==> config.mk <==
export PLATFORM = sky130hd
export DESIGN_NAME = b9_resp_misr_flat
export DESIGN_NICKNAME = d
export VERILOG_FILES = /design/src/rtl/b9_misr_pkg.sv /design/src/rtl/b9_resp_misr_if.sv /design/src/rtl/b9_misr_core.sv /design/src/rtl/b9_resp_misr.sv /design/src/flat_wrapper.sv
export SDC_FILE = /design/constraint.sdc
export NUM_CORES = 1
export LEC_CHECK = 0
export ABC_AREA = 1
export BUFFER_PORTS_ARGS = -buffer_cell sky130_fd_sc_hd__clkbuf_2
export CAP_MARGIN = 20
export CORE_MARGIN = 2
export CORE_UTILIZATION = 55
export DETAILED_ROUTE_END_ITERATION = 7
export PLACE_DENSITY = 0.82
export SLEW_MARGIN = 30
export SYNTH_ARGS = -nofsm -noshare
export SYNTH_HDL_FRONTEND = slang
export SYNTH_HIERARCHICAL = 1
export SYNTH_SLANG_ARGS = --single-unit
==> constraint.sdc <==
create_clock -name clk -period 5.1 [get_ports clk]
set_input_delay 0.255 -clock clk [delete_from_list [all_inputs] [get_ports clk]]
set_output_delay 0.255 -clock clk [all_outputs]
set_load 0.02 [all_outputs]
==> src/rtl/b9_misr_pkg.sv <==
// Shared widths, FSM state encoding and default feedback polynomial for the b9 response MISR.
package b9_misr_pkg;

    localparam int unsigned B9_OUT_W = 21;
    localparam int unsigned CNT_W    = 16;

    typedef enum logic [1:0] {
        S_IDLE = 2'd0,
        S_RUN  = 2'd1,
        S_DONE = 2'd2
    } b9_state_e;

    // x^21 + x^2 + 1, taps below bit 21
    localparam logic [B9_OUT_W-1:0] B9_POLY_DEF = 21'h000005;

endpackage

==> src/rtl/b9_resp_misr_if.sv <==
// Valid/ready stream carrying b9 response vectors into the MISR.
interface b9_resp_misr_if;
    import b9_misr_pkg::*;

    logic                in_valid;
    logic [B9_OUT_W-1:0] in_data;
    logic                in_ready;

    modport master (output in_valid, output in_data, input in_ready);
    modport slave  (input in_valid, input in_data, output in_ready);

endinterface

==> src/rtl/b9_misr_core.sv <==
// Single MISR register with seed load and per-beat shift/feedback/xor step.
module b9_misr_core
    import b9_misr_pkg::*;
#(
    parameter logic [B9_OUT_W-1:0] SEED = '0,
    parameter logic [B9_OUT_W-1:0] POLY = B9_POLY_DEF
) (
    input  logic                clk,
    input  logic                rst,
    input  logic                i_load,
    input  logic                i_en,
    input  logic [B9_OUT_W-1:0] i_data,
    output logic [B9_OUT_W-1:0] o_sig
);

    logic [B9_OUT_W-1:0] r_sig;
    logic [B9_OUT_W-1:0] w_step;

    always_comb begin
        w_step = {r_sig[B9_OUT_W-2:0], 1'b0}
               ^ (r_sig[B9_OUT_W-1] ? POLY : '0)
               ^ i_data;
    end

    // load wins over a beat; the FSM never asserts both together anyway
    always_ff @(posedge clk) begin
        if (rst) begin
            r_sig <= '0;
        end else if (i_load) begin
            r_sig <= SEED;
        end else if (i_en) begin
            r_sig <= w_step;
        end
    end

    assign o_sig = r_sig;

endmodule

==> src/rtl/b9_resp_misr.sv <==
// Run-controlled MISR compactor for b9 response vectors.
// Optional signature compare (i_golden/o_pass) enabled by defining B9_MISR_CMP_EN.
module b9_resp_misr
    import b9_misr_pkg::*;
#(
    parameter logic [B9_OUT_W-1:0] SEED = 21'h000000,
    parameter logic [B9_OUT_W-1:0] POLY = B9_POLY_DEF
) (
    input  logic                 clk,
    input  logic                 rst,
    input  logic                 i_start,
    input  logic [CNT_W-1:0]     i_cnt_target,
    b9_resp_misr_if.slave        bus,
    output logic                 o_busy,
    output logic                 o_done,
    output logic [B9_OUT_W-1:0]  o_signature,
    output logic [CNT_W-1:0]     o_vec_count
`ifdef B9_MISR_CMP_EN
   ,input  logic [B9_OUT_W-1:0]  i_golden
   ,output logic                 o_pass
`endif
);

    localparam logic [1:0] ST_IDLE = S_IDLE;
    localparam logic [1:0] ST_RUN  = S_RUN;
    localparam logic [1:0] ST_DONE = S_DONE;

    logic [1:0]       r_state;
    logic [1:0]       w_state_nxt;
    logic [CNT_W-1:0] r_count;
    logic [CNT_W-1:0] w_count_nxt;
    logic [CNT_W-1:0] r_target;
    logic [CNT_W-1:0] w_target_nxt;
    logic             r_ready;
    logic             w_ready_nxt;
    logic             r_busy;
    logic             r_done;
    logic             w_beat;
    logic             w_start_acc;

    assign w_beat      = bus.in_valid && r_ready;
    assign w_start_acc = i_start && ((r_state == ST_IDLE) || (r_state == ST_DONE));

    // next-state, counter and target; ready is precomputed so it is a pure register
    always_comb begin
        w_state_nxt  = r_state;
        w_count_nxt  = r_count;
        w_target_nxt = r_target;
        case (r_state)
            ST_IDLE, ST_DONE: begin
                if (i_start) begin
                    w_state_nxt  = ST_RUN;
                    w_count_nxt  = '0;
                    w_target_nxt = i_cnt_target;
                end
            end
            ST_RUN: begin
                if (w_beat) begin
                    w_count_nxt = r_count + CNT_W'(1);
                end
                if (r_count == r_target) begin
                    w_state_nxt = ST_DONE;
                end
            end
            default: begin
                w_state_nxt = ST_IDLE;
            end
        endcase
        w_ready_nxt = (w_state_nxt == ST_RUN) && (w_count_nxt != w_target_nxt);
    end

    always_ff @(posedge clk) begin
        if (rst) begin
            r_state  <= ST_IDLE;
            r_count  <= '0;
            r_target <= '0;
            r_ready  <= 1'b0;
            r_busy   <= 1'b0;
            r_done   <= 1'b0;
        end else begin
            r_state  <= w_state_nxt;
            r_count  <= w_count_nxt;
            r_target <= w_target_nxt;
            r_ready  <= w_ready_nxt;
            r_busy   <= (w_state_nxt == ST_RUN);
            r_done   <= (w_state_nxt == ST_DONE);
        end
    end

    b9_misr_core #(
        .SEED (SEED),
        .POLY (POLY)
    ) u_core (
        .clk    (clk),
        .rst    (rst),
        .i_load (w_start_acc),
        .i_en   (w_beat),
        .i_data (bus.in_data),
        .o_sig  (o_signature)
    );

    assign bus.in_ready = r_ready;
    assign o_busy       = r_busy;
    assign o_done       = r_done;
    assign o_vec_count  = r_count;

`ifdef B9_MISR_CMP_EN
    logic r_pass;

    // valid from the second DONE cycle on; cleared as soon as a restart leaves DONE
    always_ff @(posedge clk) begin
        if (rst) begin
            r_pass <= 1'b0;
        end else begin
            r_pass <= (r_state == ST_DONE) && (w_state_nxt == ST_DONE)
                   && (o_signature == i_golden);
        end
    end

    assign o_pass = r_pass;
`endif

endmodule

==> src/flat_wrapper.sv <==
// flat-port wrapper written by rule: the top's interface ports become plain ports
module b9_resp_misr_flat import b9_misr_pkg::*;
#(
    parameter logic [B9_OUT_W-1:0] SEED = 21'h000000,
    parameter logic [B9_OUT_W-1:0] POLY = B9_POLY_DEF
)
  (clk, rst, i_start, i_cnt_target, o_busy, o_done, o_signature, o_vec_count, bus_in_valid, bus_in_data, bus_in_ready);
  b9_resp_misr_if bus_i ();
  input  logic clk;
  input  logic rst;
  input  logic i_start;
  input  logic [CNT_W-1:0] i_cnt_target;
  output logic o_busy;
  output logic o_done;
  output logic [B9_OUT_W-1:0] o_signature;
  output logic [CNT_W-1:0] o_vec_count;
  input wire logic [$bits(bus_i.in_valid)-1:0] bus_in_valid;
  input wire logic [$bits(bus_i.in_data)-1:0] bus_in_data;
  output wire logic [$bits(bus_i.in_ready)-1:0] bus_in_ready;
  assign bus_i.in_valid = bus_in_valid;
  assign bus_i.in_data = bus_in_data;
  assign bus_in_ready = bus_i.in_ready;
  b9_resp_misr #(.SEED(SEED), .POLY(POLY)) u_core (.clk(clk), .rst(rst), .i_start(i_start), .i_cnt_target(i_cnt_target), .bus(bus_i), .o_busy(o_busy), .o_done(o_done), .o_signature(o_signature), .o_vec_count(o_vec_count));
endmodule
======== After elaboration in Yosys (flattened, before gate mapping) ========
Index checks and enable logic that the tools add are counted.
storage, ports and cells
  register bits ........................... 58
  bits of input ports ..................... 41
  output and inout bits ................... 40
  word-level logic and storage cells ...... 32
cells by class
  add/sub/neg operators ................... 1
  eq/ne operators ......................... 6
  mux-type cells .......................... 9
  bitwise gates (word level) .............. 2
  reduce and logical (&&, ||, !) cells .... 7
operator list
  cell                                                             number
  16-bit 2-to-1 mux                                                4
  21-bit bitwise XOR                                               2
  16-bit case mux with 2 select lines                              1
  16-bit by 1-bit adder with 16-bit output, second input constant  1
  16-bit == test                                                   1
  16-bit != test                                                   1
  2-bit by 1-bit == test with 1-bit output, second input constant  2
  2-bit == test, second input constant                             2
  2-bit 2-to-1 mux                                                 2
  2-bit case mux with 2 select lines                               1
  2-bit OR reduction                                               2
  1-bit logical AND                                                3
  3-bit 2-to-1 mux                                                 1
  2-bit zero test                                                  1
  1-bit logical OR                                                 1

======== Logic depth before layout (Yosys ltp) ========
Gate-level depths: netlist of run 1.
  word-level depth ........................ 5
  mapped depth ............................ 15
  depth with buffers taken out ............ 14

======== Modules after synthesis ========
The synthesis of run 1 kept the hierarchy.
modules (own cells, without submodules)
  module        instances  cells an instance  area each (sq um)  seq. area each (sq um)
  b9_resp_misr  1          368                2343.5             740.7
  b9_misr_core  1          140                1041.0             420.4

======== Least setup slack after synthesis of run 1 ========
Ideal clock, no wire load.
  path type ............................... register to register
  start ................................... register u_core.r_count[1] (netlist: u_core/o_vec_count[1])
  end ..................................... register u_core.r_ready (netlist: u_core/bus.in_ready)
  setup time .............................. 0.114 ns
  arrival ................................. 1.768 ns
  required time ........................... 4.986 ns
  path slack .............................. 3.218 ns
  cell stages (with the launch flop) ...... 15
  path buffers ............................ 0
  period minus slack after synthesis ...... 1.882 ns
  path through ............................ dfxtp_1 > ha_1 > nand3_1 > nor2_4 > nand2_4 > nor2_4 > nand2_2 > nand2_2 > nand3_2 > nand2_1 > inv_1 > nor2_1 > nand2_1 > nor2_1 > nor2_1
between the ends
  cells in the longest elaborated chain, start to end .. 5
  elaborated cells between the ends (all ways) .. 10
  those cells by class .................... add/sub (1); eq/ne (3); mux (5); reduce/logical (1)
RTL lines
  what                                                                                       line                                    RTL
  start, declared                                                                            b9_resp_misr.sv:30                      logic [CNT_W-1:0] r_count;
  start signal, assigned                                                                     b9_resp_misr.sv:82                      r_count <= w_count_nxt;
  16-bit by 1-bit adder with 16-bit output or 16-bit == test (tied branches)                 b9_resp_misr.sv:59, b9_resp_misr.sv:61
  16-bit 2-to-1 mux or 2-bit 2-to-1 mux (tied branches)                                      b9_resp_misr.sv:58, b9_resp_misr.sv:61
  16-bit case mux with 2 select lines or 2-bit case mux with 2 select lines (tied branches)  b9_resp_misr.sv:49                      case (r_state)
  16-bit != test or 2-bit by 1-bit == test with 1-bit output (tied branches)                 b9_resp_misr.sv:69                      w_ready_nxt = (w_state_nxt == ST_RUN) && (w_count_nxt != w_target_nxt);
  1-bit logical AND (*)                                                                      b9_resp_misr.sv:69
  end signal, assigned                                                                       b9_resp_misr.sv:84                      r_ready <= w_ready_nxt;
  end, declared                                                                              b9_resp_misr.sv:34                      logic r_ready;
Every way passes the cells marked *; elsewhere a longest branch is shown, timed or not.
A chain may end at the register's enable or synchronous reset.

======== Worst setup path after layout of run 1 ========
  start ................................... register u_core.r_ready (netlist: u_core/bus.in_ready)
  end ..................................... register u_core.r_ready (netlist: u_core/bus.in_ready)
between the ends
  cells in the longest elaborated chain, start to end .. 5
RTL lines
  what                                 line                RTL
  1-bit logical AND                    b9_resp_misr.sv:41  assign w_beat = bus.in_valid && r_ready;
  net u_core.w_beat                    b9_resp_misr.sv:38  logic w_beat;
  16-bit 2-to-1 mux                    b9_resp_misr.sv:58  if (w_beat) begin
  16-bit case mux with 2 select lines  b9_resp_misr.sv:49
  16-bit != test                       b9_resp_misr.sv:69
  1-bit logical AND                    b9_resp_misr.sv:69
The timed path passes the listed nets, and every way through them passes these cells.

==> impl_results.md, run 1 <==
- Rel. slew slack: about half
- Mux cell area share after synthesis: 0%
- Crit path arrival time: between 2 and 2.5 ns
- Post-synthesis cell count: approximately 510
- DRT Pass-1 Iters: 4
- First-pass GRT wire length: around 13 mm
- Post-Syn Area per Cell: approximately 6.7 sq um
- Die area: 6800 sq um
- Startpoint types: register
- Post-route clock period utilization: between 40% and 50%
- Via count: around 3,400
- Status: finished, final reports clean
- Met3 routed WL: approximately 550 um
- CTS Sinks: a little under 60
- GRT overflow: 0
- Yosys warnings: 6
- Initial antenna violation count: 0
- Syn Nets: 550
- Diodes inserted: 0
- Pwr/cell area: 283 nW/um^2
- Routed len/inst: between 10 and 15 um
- Commonest non-fill, non-tap cells in the layout: 101 x nand2_1, 89 x nor2_1, 80 x clkbuf_2
- Synth Area in Compound Gates: under 10%
- Hpwl dp: about 5.8 mm
- Num CTS Buffers: 9
- Crit-path slowest cell: inv_1
- Max-slew violation count: 0
- Clock Path Buffers: 2
- Data required, critical path: approximately 5.3 ns
- Xor and xnor area share after synthesis: between 8 and 9%
- CTS H-Tree Depth: 3
- Worst setup margin: around 3.0 ns
- Fin nets: between 600 and 700
- Fin Setup TNS: 0 ns
- Share of post-route cells with drive strength above 1: 22.2%
- RSZ-0062 raised after global routing: false
- Simple logic cell fraction of the synthesized area: about 39%
- Final Hold Vio Count: 0
- Top routing layer used: met4
- Clock transition at the registers of the reported paths: approximately 0.060 ns
- Cells after DPL: between 600 and 700
- Critical path fanouts, max: 24
- Flop and latch count out of synthesis: 58
- Final Power: about 1.1 mW
- Layout area overhead: 16.7%
- Starting Density: a little under three fifths
- Pre-CTS setup slack: ~3 ns
- Hold Crit Class: in -> reg
- Metal2 WL: 3.76 mm
- Die height: just over 80 um
- Vias in the first global route: ~3,000
- Post_cts resized: 0
- CP cell instances: nand2_1 > inv_1 > nand2_1 > nor2_1 > nand2_1 > nand2_1 > nand3_1 > nand2_1 > nand3_1 > nor2_1 > nand3_1 > nor2_1 > nor2_1
- # port buffers: 80
- Routed vias/inst: just over 5
- Finished Layout Cells: 661
- Crit-path max cell delay: 0.59 ns
- Max_cap viols: 0
- Setup CP Type: reg -> reg
- Combinational family with the most area after synthesis: simple AND/OR/NAND/NOR gates
- Core area: 5920 sq um
- Die width: 82.4 um
- FP Rows: 28
- Metal-1 WL: roughly 3.6 mm
- Crit path time final: ~2.1 ns
- Cell variety after synth: 31
- Root Buffer: clkbuf_8
- Fmax: 471 MHz
- Largest net degree at the start of global routing: 50
- Commonest non-fill, non-tap cell in the layout: nand2_1
- Final wirelength: between 8 and 9 mm
- CTS tree: done
- GPL Wtd Cong: 0.877
- Worst vdd ir: about 160 uV
- Post-synthesis adder-cell area fraction: less than 1%
- Iteration-0 DRC Markers: around 180
- Leakage: approximately 2.1 nW
- Crit. End Element: register
- CP most frequent cell: nand2_1
- Endpoints failing setup: 0
- Gr usage total: between 20% and 30%
- Critical path's top delay family: simple AND/OR/NAND/NOR gates
- Worst-margin pin slew: between 0.7 and 0.8 ns
- Detail Route Antenna Nets: 0
- CP bufs+invs: 1
- Sequential fraction of the synthesis area: about 34%
- Remaining DRCs: 0
- Post-Syn Area: 3380 sq um
- # hold bufs at CTS: 0
- Layout Skew: ~0.0062 ns
- Ports: 81
- Reg-to-reg slack, setup: 2.98 ns
- Worst-Skew Late Latency: about 0.34 ns
- Post-CTS setup buffers: 0
sequential cells by signal (all words and copies together) (netlist names):
register and cells:
u_core/r_target 16, u_core/bus.in_ready 1, u_core/o_done 1, u_core/r_state 2, u_core/u_core/o_sig 21, u_core/o_vec_count 16
u_core/o_busy 1
final timing paths:
kind	to	from	depth (start not counted)
hold / removal	u_core/r_target[9]	i_cnt_target[9]	3
setup reg to reg	u_core/bus.in_ready	u_core/bus.in_ready	13
setup / recovery	u_core/bus.in_ready	u_core/bus.in_ready	13
hold reg to reg	u_core/r_state[1]	u_core/r_state[1]	2
through the flow:
step	hold slack (ns)	util (%)	cell area, sq um
finish	0.178	66.7	3950
floorplan	0.408	-	3380
CTS	0.179	66.7	3950
detailed placement	0.529	63.3	3750
global placement	0.519	63.3	3750
global route	0.188	66.7	3950
area by class of cell:
cell class	instances	area (sq um)
flip-flops and latches	58	1160
inverters	72	270
clock inverters	2	35.0
clock buffers	13	169
repair buffers	80	400
fillers	510	1970
multi-input cells	361	1820
well taps	75	93.8
metal layers:
layer,global-route usage [%],vias to the layer above
met1,28.9,1513
li1,-,1728
met2,41.2,129
met5,0,-
met3,4.78,18
met4,12.3,0
Yosys cell counts (all sizes together):
cell type | number | share of area (%)
o21ai | 36 | 5.4
nand2 | 108 | 13
xor2 | 22 | 5.7
nor2 | 105 | 14
a21oi | 6 | 1.0
xnor2 | 10 | 2.6
inv | 72 | 8.0
buf | 12 | 3.3
nor3 | 5 | 0.74
ha | 1 | 0.37
nor4 | 1 | 0.18
clkbuf | 5 | 0.59
or2 | 9 | 1.7
nand3 | 40 | 6.1
dfxtp | 58 | 34
nand4 | 17 | 3.1
nand3b | 1 | 0.22
worst reg2reg max path, stage by stage, from the launching register on:
cell,delay [ns]
dfxtp_1,0.35
nand2_1,0.15
inv_1,0.59
nand2_1,0.10
nor2_1,0.14
nand2_1,0.07
nand2_1,0.08
nand3_1,0.09
nand2_1,0.09
nand3_1,0.06
nor2_1,0.10
nand3_1,0.08
nor2_1,0.09
nor2_1,0.04
power breakdown:
| part | internal [mW] | switching, mW | leakage (nW) | total [mW] |
|---|---|---|---|---|
| clock network | 0.262 | 0.179 | 0.106 | 0.441 |
| registers | 0.474 | 0.0168 | 0.473 | 0.491 |
| logic | 0.0679 | 0.117 | 1.54 | 0.185 |
kinds of logic (layout without fill, tap and decap cells):
kind of cell	Yosys count	in the layout
adders and majority gates	1	1
AOI/OAI and AO/OA	42	42
xor gates and xnor gates	32	32
and+or+nand+nor	286	286
DFF	58	58
buffers and inverters	89	167
No activity file was read; power rests on OpenSTA's default activity.
==> run 2, diff against run 1 <==
--- a/config.mk
+++ b/config.mk
@@ -5,13 +5,13 @@
 export SDC_FILE = /design/constraint.sdc
 export NUM_CORES = 1
 export LEC_CHECK = 0
-export ABC_AREA = 1
+export ABC_AREA = 0
 export BUFFER_PORTS_ARGS = -buffer_cell sky130_fd_sc_hd__clkbuf_2
 export CAP_MARGIN = 20
 export CORE_MARGIN = 2
-export CORE_UTILIZATION = 55
+export CORE_UTILIZATION = 47
 export DETAILED_ROUTE_END_ITERATION = 7
-export PLACE_DENSITY = 0.82
+export PLACE_DENSITY = 0.76
 export SLEW_MARGIN = 30
 export SYNTH_ARGS = -nofsm -noshare
 export SYNTH_HDL_FRONTEND = slang
==> constraint.sdc (replaced) <==
create_clock -name clk -period 1.8 [get_ports clk]
set_input_delay 0.09 -clock clk [delete_from_list [all_inputs] [get_ports clk]]
set_output_delay 0.09 -clock clk [all_outputs]
set_load 0.02 [all_outputs]
==> run 2 against run 1 <==
Effect of this change:
- the run now ends with negative setup slack left
- clock skew rose by 0.00073 ns
- synthesized cell count fell by 32%
- die area rose by 1.8%
- clock-buffer cell count fell by 2
- combinational power rose to 3.0 times the previous value
- largest cell class unchanged
==> impl_results.md, run 2 <==
- Status: finished, violations left
- Failing checks: negative setup slack
- Core area: approximately 6000 sq um
- Max FFs per register: 21
- Cell variety after synth: 50
- Via count: ~3,200
- Die width: ~83 um
- Startpoint types: register
- Most numerous cell in the Yosys netlist: dfxtp_1
- Worst-Skew Late Latency: ~0.34 ns
- Ports: slightly above 80
- Synth area leaders: dfxtp_1 39%, xnor2_1 11%, xor2_1 5.9%
- Diodes inserted: 0
- Post-route clock period utilization: 119%
- Post-Syn Area per Cell: 8.57 sq um
- Hold Crit Class: in -> reg
- Detail Route Antenna Nets: 0
- Num CTS Buffers: 9
- Gr usage total: 25.9%
- CTS H-Tree Depth: 3
- Post-synth top area cell: dfxtp_1
- Top-area cell type share of the netlist area: 39.4%
- Final wirelength: between 9 and 10 mm
- Commonest cells in the synthesized netlist: 58 x dfxtp_1, 46 x nor2_1, 36 x xnor2_1, 33 x nand2_1
- Remaining DRCs: 0
- Clock Path Buffers: 2
- Die height: approximately 83 um
- Crit path arrival time: roughly 2.4 ns
- GPL Wtd Cong: between 0.8 and 0.9
- Syn Nets: 386
- Layout area overhead: 51.6%
- Hpwl dp: ~6.2 mm
- Fmax: around 470 MHz
- Data required, critical path: slightly above 2 ns
- Rel. slew slack: 69.1%
- Comb pwr share: roughly 17%
- Fin nets: 533
- Iteration-0 DRC Markers: ~210
- Clock transition at the registers of the reported paths: ~0.07 ns
- Die area: ~7000 sq um
- Largest net degree at the start of global routing: 42
- Sequential fraction of the synthesis area: about two fifths
- Flop and latch count out of synthesis: 58
- Register share of total power: a little over two fifths
- Clock share of power: between 40 and 50%
- Worst setup margin: -0.336 ns
- Post-Syn Area: around 2900 sq um
- Share of post-route cells with drive strength above 1: a little over two fifths
- Initial antenna violation count: 0
- Worst-margin pin slew: around 0.46 ns
- Pwr/cell area: approximately 730 nW/um^2
- Commonest non-fill, non-tap cells in the layout: 80 x clkbuf_2, 61 x buf_4, 46 x nor2_1
- Fin Setup TNS: -1.08 ns
- Endpoints failing setup: 8
- # fillers: around 430
- CTS tree: done
- FP Rows: 28
- Setup CP Type: reg -> reg
- RSZ-0062 raised after global routing: true
- Leakage: ~2.0 nW
- Sw Pwr: between 0.9 and 1 mW
- Ys flop type: dfxtp_1
- Crit path time final: roughly 2.1 ns
- Ys async rst share: 0%
- Starting Density: 49.2%
- Max_cap viols: 0
- Routed len/inst: roughly 16 um
- Crit. End Element: register
- Commonest non-fill, non-tap cell in the layout: clkbuf_2
- Final Hold Vio Count: 0
- Int Power: approximately 2.3 mW
- First-pass GRT wire length: around 14 mm
- Layout Skew: around 0.0069 ns
- Yosys warnings: 6
- DRT Pass-1 Iters: 5
- Vias in the first global route: 2,990
- GRT overflow: 0
- Post-synth EDFFs: 0
- Sw Ratio: 28.0%
- Root Buffer: clkbuf_8
- Max-slew violation count: 0
- Routed vias/inst: 5.54
- # port buffers: 80
- Final Util: roughly three quarters
- Critical path fanouts, max: 3
- Post-synthesis cell count: 344
- Worst vdd ir: between 500 and 600 uV
- CTS Sinks: between 50 and 60
-- run 2: final cells by class --
| cell class | count | area (sq um) | area share, % |
|---|---|---|---|
| clock inverter | 5 | 58.8 | 1.32 |
| multi-input combinational | 259 | 1900 | 42.4 |
| tap | 75 | 93.8 | 2.10 |
| inverter | 5 | 18.8 | 0.420 |
| timing repair buffer | 158 | 1040 | 23.2 |
| clock buffer | 11 | 163 | 3.64 |
| sequential | 58 | 1200 | 26.9 |
-- run 2: what timing repair did --
item                                    CTS  global route
buffers inserted                          6             4
resized for setup                        24            27
pin swaps                                15             7
hold endpoints to repair                  9             0
endpoints found under the setup margin   12            30
hold buffers                              9             0
-- run 2: kinds of logic (layout without fill, tap and decap cells) --
kind of cell | Yosys count | in the layout | share of synthesized area, %
muxes | 5 | 5 | 1.70
AOI/OAI and AO/OA | 61 | 61 | 14.2
and+or+nand+nor | 135 | 135 | 22.7
adders and majority gates | 1 | 1 | 0.424
xor gates and xnor gates | 57 | 57 | 17.4
buffers and inverters | 27 | 179 | 4.20
DFF | 58 | 58 | 39.4
-- run 2: path summary, 6_finish.rpt --
path                                          start  slack (ns)  cells after the start                   to
worst min-delay path               i_cnt_target[10]       0.008                      3  u_core/r_target[10]
worst min register to register  u_core/r_target[13]        0.47                      2  u_core/r_target[13]
worst max register to register    u_core/r_state[1]       -0.34                      8  u_core/bus.in_ready
worst max-delay path              u_core/r_state[1]       -0.34                      8  u_core/bus.in_ready
-- run 2: metal layers --
metal	track usage, %	share of wire (%)	vias up
met3	7.06	7.8	21
met5	0	0	-
met2	43.5	48	157
li1	-	-	1504
met4	7.60	2.4	0
met1	32.4	42	1484
-- run 2: worst max-delay path: stages, from the launching register on --
cell	delay (ns)
dfxtp_2	0.33
nand4b_1	0.24
buf_4	0.18
buf_4	0.14
or4_4	0.46
xnor2_2	0.19
o21ai_0	0.09
o31ai_1	0.26
a31oi_1	0.11
-- run 2: through the flow --
| step | std cells | setup WS (ns) | hold WS (ns) | cell area (sq um) | power [mW] |
|---|---|---|---|---|---|
| after floorplan | 344 | -0.355 | 0.155 | 3020 | 1.70 |
| after global placement | 537 | -0.331 | 0.330 | 3830 | 1.88 |
| after detailed placement | 537 | -0.328 | 0.334 | 3830 | 1.89 |
| after CTS | 568 | -0.190 | 0.00269 | 4310 | 3.23 |
| after global routing | 571 | -0.464 | 0.0228 | 4470 | 3.38 |
| final | 571 | -0.336 | 0.00779 | 4470 | 3.26 |
-- run 2: power by group through the flow --
stage / Clock, mW / Combinational (mW) / Sequential, mW
4_1_cts: 1.34 / 0.521 / 1.37
2_1_floorplan: 0 / 0.271 / 1.43
3_3_place_gp: 0 / 0.473 / 1.40
6_report: 1.32 / 0.555 / 1.38
5_1_grt: 1.40 / 0.599 / 1.39
3_5_place_dp: 0 / 0.483 / 1.41
